## config.mk

```make
export PLATFORM = sky130hd
export DESIGN_NAME = fifo_rd_packer
export DESIGN_NICKNAME = d
export VERILOG_FILES = /design/src/rtl/fifo_rd_packer_pkg.sv /design/src/rtl/fifo_rd_packer_pack_out_reg.sv /design/src/rtl/fifo_rd_packer.sv
export SDC_FILE = /design/constraint.sdc
export NUM_CORES = 1
export LEC_CHECK = 0
export CAP_MARGIN = 20
export CORE_UTILIZATION = 38
export CTS_CLUSTER_SIZE = 25
export DETAILED_ROUTE_END_ITERATION = 8
export GPL_ROUTABILITY_DRIVEN = 0
export GPL_TIMING_DRIVEN = 0
export PLACE_DENSITY_LB_ADDON = 0.12
export SYNTH_ARGS = -nofsm -noshare
export SYNTH_HDL_FRONTEND = slang
export SYNTH_SLANG_ARGS = --single-unit
```

## constraint.sdc

```tcl
create_clock -name r_clk -period 3.1 [get_ports r_clk]
set_clock_uncertainty 0.1 [all_clocks]
set_input_delay 0.465 -clock r_clk [delete_from_list [all_inputs] [get_ports r_clk]]
set_output_delay 0.465 -clock r_clk [all_outputs]
set_load 0.03 [all_outputs]
```

## src/rtl/fifo_rd_packer_pkg.sv

```systemverilog
// Shared definitions for the FIFO read-side byte packer.
// Holds the default byte MSB index and lane count, plus helpers that
// derive the byte-count width and the packed word width.
package fifo_rd_packer_pkg;

  localparam int DEF_M     = 7;
  localparam int DEF_LANES = 4;

  // Count must reach LANES itself (a full assembly), hence the extra bit.
  localparam int CW = $clog2(DEF_LANES) + 1;

  function automatic int cnt_width(input int lanes);
    return $clog2(lanes) + 1;
  endfunction

  function automatic int word_width(input int m, input int lanes);
    return lanes * (m + 1);
  endfunction

endpackage

```

## src/rtl/fifo_rd_packer_pack_out_reg.sv

```systemverilog
// Output word register with valid/ready hold.
// Ports:
//   clk, rst_n       read-domain clock, async active-low reset
//   load             capture load_data/load_keep and raise valid
//   load_data/keep   word and lane mask to present
//   ready            downstream accept
//   valid/data/keep  registered output port
// A load always wins over an acceptance in the same cycle, which gives
// back-to-back words with no idle cycle on the output.
module pack_out_reg
  import fifo_rd_packer_pkg::*;
#(
  parameter int W = word_width(DEF_M, DEF_LANES),
  parameter int K = DEF_LANES
) (
  input  logic         clk,
  input  logic         rst_n,
  input  logic         load,
  input  logic [W-1:0] load_data,
  input  logic [K-1:0] load_keep,
  input  logic         ready,
  output logic         valid,
  output logic [W-1:0] data,
  output logic [K-1:0] keep
);

  always_ff @(posedge clk or negedge rst_n) begin
    if (!rst_n) begin
      valid <= 1'b0;
      data  <= '0;
      keep  <= '0;
    end else if (load) begin
      valid <= 1'b1;
      data  <= load_data;
      keep  <= load_keep;
    end else if (valid && ready) begin
      valid <= 1'b0;
    end
  end

endmodule

```

## src/rtl/fifo_rd_packer.sv

```systemverilog
// Pops bytes from an async FIFO read port (1-cycle read latency) and packs
// LANES consecutive bytes into one word; the first byte lands in lane 0.
// A flush pulse forces out any partial word with a contiguous keep mask.
// Ports:
//   r_clk, r_reset   read-domain clock, async active-low reset
//   empty, r_en, din FIFO read interface (din valid the cycle after a pop)
//   flush            single-cycle partial-word request
//   out_valid/ready  output handshake; out_data, out_keep word and lane mask
//   busy             any byte held or in flight, flush pending, or word shown
module fifo_rd_packer
  import fifo_rd_packer_pkg::*;
#(
  parameter int M     = DEF_M,
  parameter int LANES = DEF_LANES
) (
  input  logic                    r_clk,
  input  logic                    r_reset,
  input  logic                    empty,
  output logic                    r_en,
  input  logic [M:0]              din,
  input  logic                    flush,
  output logic                    out_valid,
  input  logic                    out_ready,
  output logic [LANES*(M+1)-1:0]  out_data,
  output logic [LANES-1:0]        out_keep,
  output logic                    busy
);

  localparam int              CNTW = cnt_width(LANES);
  localparam int              WW   = word_width(M, LANES);
  localparam logic [CNTW-1:0] FULL = CNTW'(LANES);

  logic [CNTW-1:0] count_q, count_arr;
  logic            pending_q, flush_req_q;
  logic [WW-1:0]   asm_q, asm_arr;
  logic [LANES-1:0] load_keep;
  logic            slot_free, full_load, flush_load, load, flush_done;

  // Assembly including a byte arriving this cycle, so a word completed by
  // that byte (or cut by a flush) can load without an extra cycle.
  assign count_arr = count_q + CNTW'(pending_q);

  always_comb begin
    asm_arr = asm_q;
    for (int i = 0; i < LANES; i++) begin
      if (pending_q && (count_q == CNTW'(i))) asm_arr[i*(M+1) +: (M+1)] = din;
    end
  end

  always_comb begin
    load_keep = '0;
    for (int i = 0; i < LANES; i++) load_keep[i] = (CNTW'(i) < count_arr);
  end

  assign slot_free  = !out_valid || out_ready;
  assign full_load  = (count_arr == FULL) && slot_free;
  assign flush_load = flush_req_q && !pending_q && (count_q != '0) && slot_free;
  assign load       = full_load || flush_load;
  // With nothing in flight the flush resolves either by loading what is
  // held (slot free) or immediately when nothing is held.
  assign flush_done = flush_req_q && !pending_q && ((count_q == '0) || slot_free);

  // Gated by reset so the FIFO sees the pop request drop asynchronously.
  assign r_en = r_reset && !empty && !flush_req_q && (count_arr < FULL);

  always_ff @(posedge r_clk or negedge r_reset) begin
    if (!r_reset) begin
      count_q     <= '0;
      pending_q   <= 1'b0;
      flush_req_q <= 1'b0;
      asm_q       <= '0;
    end else begin
      pending_q <= r_en;
      if (load) begin
        count_q <= '0;
        asm_q   <= '0;   // keeps unused lanes zero for the next partial word
      end else begin
        count_q <= count_arr;
        asm_q   <= asm_arr;
      end
      if (flush_done)  flush_req_q <= 1'b0;
      else if (flush)  flush_req_q <= 1'b1;
    end
  end

  pack_out_reg #(.W(WW), .K(LANES)) u_out (
    .clk       (r_clk),
    .rst_n     (r_reset),
    .load      (load),
    .load_data (asm_arr),
    .load_keep (load_keep),
    .ready     (out_ready),
    .valid     (out_valid),
    .data      (out_data),
    .keep      (out_keep)
  );

  assign busy = (count_q != '0) || pending_q || flush_req_q || out_valid;

endmodule

```

Yosys cells after proc, flatten, opt, wreduce, memory -nomap -nowiden
Cells that the tools add are included.

operators by class
  add/subtract/negate cells = 1
  $lt $le $gt $ge = 5
  eq/ne operators = 4
  mux-type cells = 10
  reductions and logical operators = 27

operators with widths
  cell                count
  $mux 32             1
  $mux 8              4
  $logic_and 1x1->1   13
  $eq 3x2->1 const B  2
  $logic_or 1x1->1    6
  $lt 1x3->1 const A  2
  $lt 2x3->1 const A  2
  $logic_not 1->1     4
  $mux 1              4
  $reduce_bool 2->1   2
  $add 3x1->3         1
  $eq 3x1->1 const B  1
  $eq 3x3->1 const B  1
  $logic_not 3->1     1
  $lt 3x3->1 const B  1
  $mux 3              1
  $reduce_bool 3->1   1

word-level totals
  flip-flop bits (word level) = 74
  input bits = 13
  output and inout bits = 39
  logic and storage cells = 54

Depth between registers and ports, before layout
  depth in word-level cells = 6
  mapped depth = 8
  depth with buffers taken out = 6

Hierarchy
A second synthesis with hierarchy kept.

second synthesis, totals
  cell total of the unflattened synthesis = 244
  area, all modules = 3,474.6 µm²

by module, submodules not included
  module          times used  cells each  area each (µm²)  sequential area each (µm²)
  fifo_rd_packer  1           165         1,951.9          925.9
  pack_out_reg    1           79          1,522.7          925.9

Least setup slack after synthesis
No wires, ideal clock.

  kind = reg2out
  start point = register count_q[0]
  end point = output r_en
  data arrival time = 2,180 ps
  data required time = 2,535 ps
  slack = 355 ps
  stages on the path, launching flop included = 5
  path buffers = 0
  cell sequence = dfrtp_1 > ha_1 > ha_1 > xor2_2 > nor4b_1

between the ends
  word-level cells in the longest chain between the ends = 3

ends and longest elaborated chain
  what                    RTL line              RTL
  from (decl)             fifo_rd_packer.sv:33  logic [CNTW-1:0] count_q, count_arr;
  from (signal assigned)  fifo_rd_packer.sv:78  count_q <= count_arr;
  $add 3x1->3             fifo_rd_packer.sv:41  assign count_arr = count_q + CNTW'(pending_q);
  $lt 3x3->1              fifo_rd_packer.sv:64  assign r_en = r_reset && !empty && !flush_req_q && (count_arr < FULL);
  $logic_and 1x1->1       fifo_rd_packer.sv:64
  to (decl)               fifo_rd_packer.sv:19  output logic r_en,

Every way passes these cells.

Worst setup path in the final report
  start point = input r_reset
  end point = output r_en

between the ends
  word-level cells in the longest chain between the ends = 3

ends and longest elaborated chain
  what                             RTL line              RTL
  from (decl)                      fifo_rd_packer.sv:17  input logic r_reset,
  $logic_and 1x1->1 (3 in series)  fifo_rd_packer.sv:64

Every way passes these cells.

==> summary.md <==
| Metric | Value |
|---|---|
| Status | complete, no violations |
| Final hold vios | 0 |
| CP max stage cell | dlygate4sd3_1 |
| Total track usage | 17.0% |
| Tmin final | 2.90 ns |
| Post-synth EDFFs | 0 |
| DP Worst Slack | 0.222 ns |
| Int Power | 2.47 mW |
| CTS buffer count | 9 |
| CTS Buffer Depth | 2 |
| Avg Cell Area, Syn | 12.2 sq um |
| Routed length per placed instance | 15.1 um |
| Syn-to-layout area delta | 28.6% |
| Die area | 8480 sq um |
| Max stage delay on crit path | 0.54 ns |
| Power Dens Cells | 1030 nW/um^2 |
| Number of global-route vias before repair | 2084 |
| Synthesized cell area | 3080 sq um |
| Distinct cells, synth | 31 |
| RSZ-0062 raised after global routing | no |
| Ant diodes | 0 |
| First-pass GRT wire length | 10800 um |
| First-pass DRT Iterations | 4 |
| Max Freq | 344 MHz |
| Antenna Nets Post-Route | 0 |
| I/O pins | 52 |
| Synth Flop Type | dfrtp_1 |
| Rows | 32 |
| Port Buffers | 51 |
| Seq cells post-synth | 74 |
| CTS clk-pin slew, worst paths | 0.07 ns |
| Clock power share | 18.8% |
| Nets | 333 |
| Max-slew violation count | 0 |
| Total number of vias | 1990 |
| Critical path capture point type | primary output |
| Hold path depth | 1 |
| Setup bufs post-CTS | 0 |
| Hpwl dp | 4250 um |
| Logic pwr share | 45.3% |
| Hold_ws | 0.418 ns |
| Initial drt markers | 55 |
| Max Cap Viol | 0 |
| # DRC | 0 |
| Multi-input gate area | 1040 sq um |
| Ys async rst share | 100% |
| Top-area cell type share of the netlist area | 60.0% |
| Leakage | 1.84 nW |
| YS warnings | 0 |
| Peak supply drop | 0.451 mV |
| Root Buffer | clkbuf_8 |
| Share of post-route cells with drive strength above 1 | 9.91% |
| Largest net degree at the start of global routing | 40 |
| Worst EP arrival | 2.34 ns |
| Clock latency on the worst-skew pair | 0.33 ns |
| Required @ worst endpoint | 2.53 ns |
| Crit share post-route | 93.7% |
| Switching power | 1.60 mW |
| Critical path startpoint category | input pin |
| CTS tree | done |
| Fillers | 733 |
| Total congestion overflow | 0 |
| Synth top area cells | dfrtp_1, mux2i_1, nor2_1 |
| Flop pwr share | 35.9% |
| Die X | 92.1 um |
| Final wirelength | 6430 um |
| CP Max Fanout | 39 |
| Slew @ Worst Pin | 0.642 ns |
| Mapped Cells | 253 |
| Sequential area share after synthesis | 60.0% |
| Core area | 7810 sq um |
| Initial antenna violation count | 0 |
| Critical path class | input pin to primary output |
| Register area | 1850 sq um |
| # setup viols final | 0 |
| Vias/cell | 4.68 |
| Setup slack after layout | 0.196 ns |
| R2R depth | 8 |
| CP cell instances | dlygate4sd3_1 > buf_6 > buf_12 > nor4b_1 > dlygate4sd1_1 |
| Final core occ | 50.8% |
| Syn nets | 268 |
| Net Sw Frac | 39.3% |
| Relative slew slack | 57.2% |
| # H-tree levels | 3 |
| TritonCTS sink count | 74 |
| Synth area leader | dfrtp_1 |
| Post-route cell area | 3970 sq um |
| Top-count cell post-synth | dfrtp_1 |
| Placed cell areas | 3740 sq um |
| Die Height | 92.1 um |
| Commonest cells post-synth | dfrtp_1, mux2i_1, nor2_1 |
| Starting Density | 39.5% |
| Hold Crit Class | flip-flop to flip-flop |
==> state kept, by name (all words and copies together) (netlist names) <==
name	cells
u_out.data	32
u_out.valid	1
count_q	3
flush_req_q	1
u_out.keep	4
asm_q	32
pending_q	1
==> critical path, delay by kind of cell <==
family	cells	cell delay (ns)
buf+inv	4	1.51
simple gates	1	0.35
==> logic make-up after synthesis <==
family	share of synthesized area, %
AOI/OAI and AO/OA	2.52
xor gates and xnor gates	0.528
adders and majority gates	0.811
buffers and inverters	6.21
DFF	60.0
and+or+nand+nor	8.76
muxes	21.1
==> repair_timing <==
action,CTS,global route
cloned,0,0
endpoints found under the hold margin,10,0
endpoints found under the setup margin,1,1
hold buffers,2,0
gates resized for setup,1,3
==> through the flow <==
step	cells	total power [mW]	TNS (ns)
floorplan	253	2.68	0
global placement	406	3.32	-95.55
detailed placement	407	3.34	0
CTS	425	4.12	0
global route	425	4.35	0
finish	425	4.08	0
==> final cells by class <==
class	instances	share of cell area, %
timing repair buffer	54	13.9
multi-input combinational	136	26.2
inverter	32	3.03
tap	102	3.22
clock inverter	5	1.32
clock buffer	11	3.82
sequential	74	46.7
buffer	11	1.80
==> power groups by stage <==
stage	logic (mW)	registers, mW	clock network (mW)
3_3_place_gp	1.84	1.48	0
3_5_place_dp	1.86	1.49	0
5_1_grt	2.01	1.51	0.827
4_1_cts	1.87	1.47	0.785
6_report	1.85	1.46	0.768
2_1_floorplan	0.892	1.79	0
==> layout by cell type (no fill, tap or decap), types with 2 or more instances in the layout <==
master / instances
a21oi_1: 3
buf_2: 3
buf_4: 2
buf_6: 3
clkbuf_2: 3
clkbuf_8: 11
clkdlybuf4s50_1: 49
clkinv_2: 3
dfrtp_1: 74
dlygate4sd3_1: 2
ha_1: 2
inv_1: 32
mux2i_1: 64
nand2_1: 4
nand2b_1: 2
nor2_1: 35
nor2b_1: 4
nor3_1: 3
nor4b_1: 2
nor4bb_1: 2
o21ai_0: 2
==> metal layers <==
| layer | track usage (%) | vias to the layer above | wire length, um | share of wire, % |
|---|---|---|---|---|
| met3 | 3.48 | 8 | 215 | 3.3 |
| li1 | - | 960 | - | - |
| met2 | 26.1 | 38 | 2980 | 46 |
| met1 | 23.1 | 984 | 3110 | 48 |
| met4 | 7.55 | 0 | 128 | 2.0 |
| met5 | 0 | - | 0 | 0 |
==> worst paths after layout <==
path	from	to	slack [ns]
max in group asynchronous	r_reset	u_out.keep[2]	1.28
worst max-delay path	r_reset	r_en	0.20
worst max register to register	pending_q	asm_q[21]	0.68
worst min-delay path	u_out.keep[0]	u_out.keep[0]	0.42
min in group asynchronous	r_reset	u_out.data[8]	0.46
worst min register to register	u_out.keep[0]	u_out.keep[0]	0.42
No activity file was read; power rests on OpenSTA's default activity.
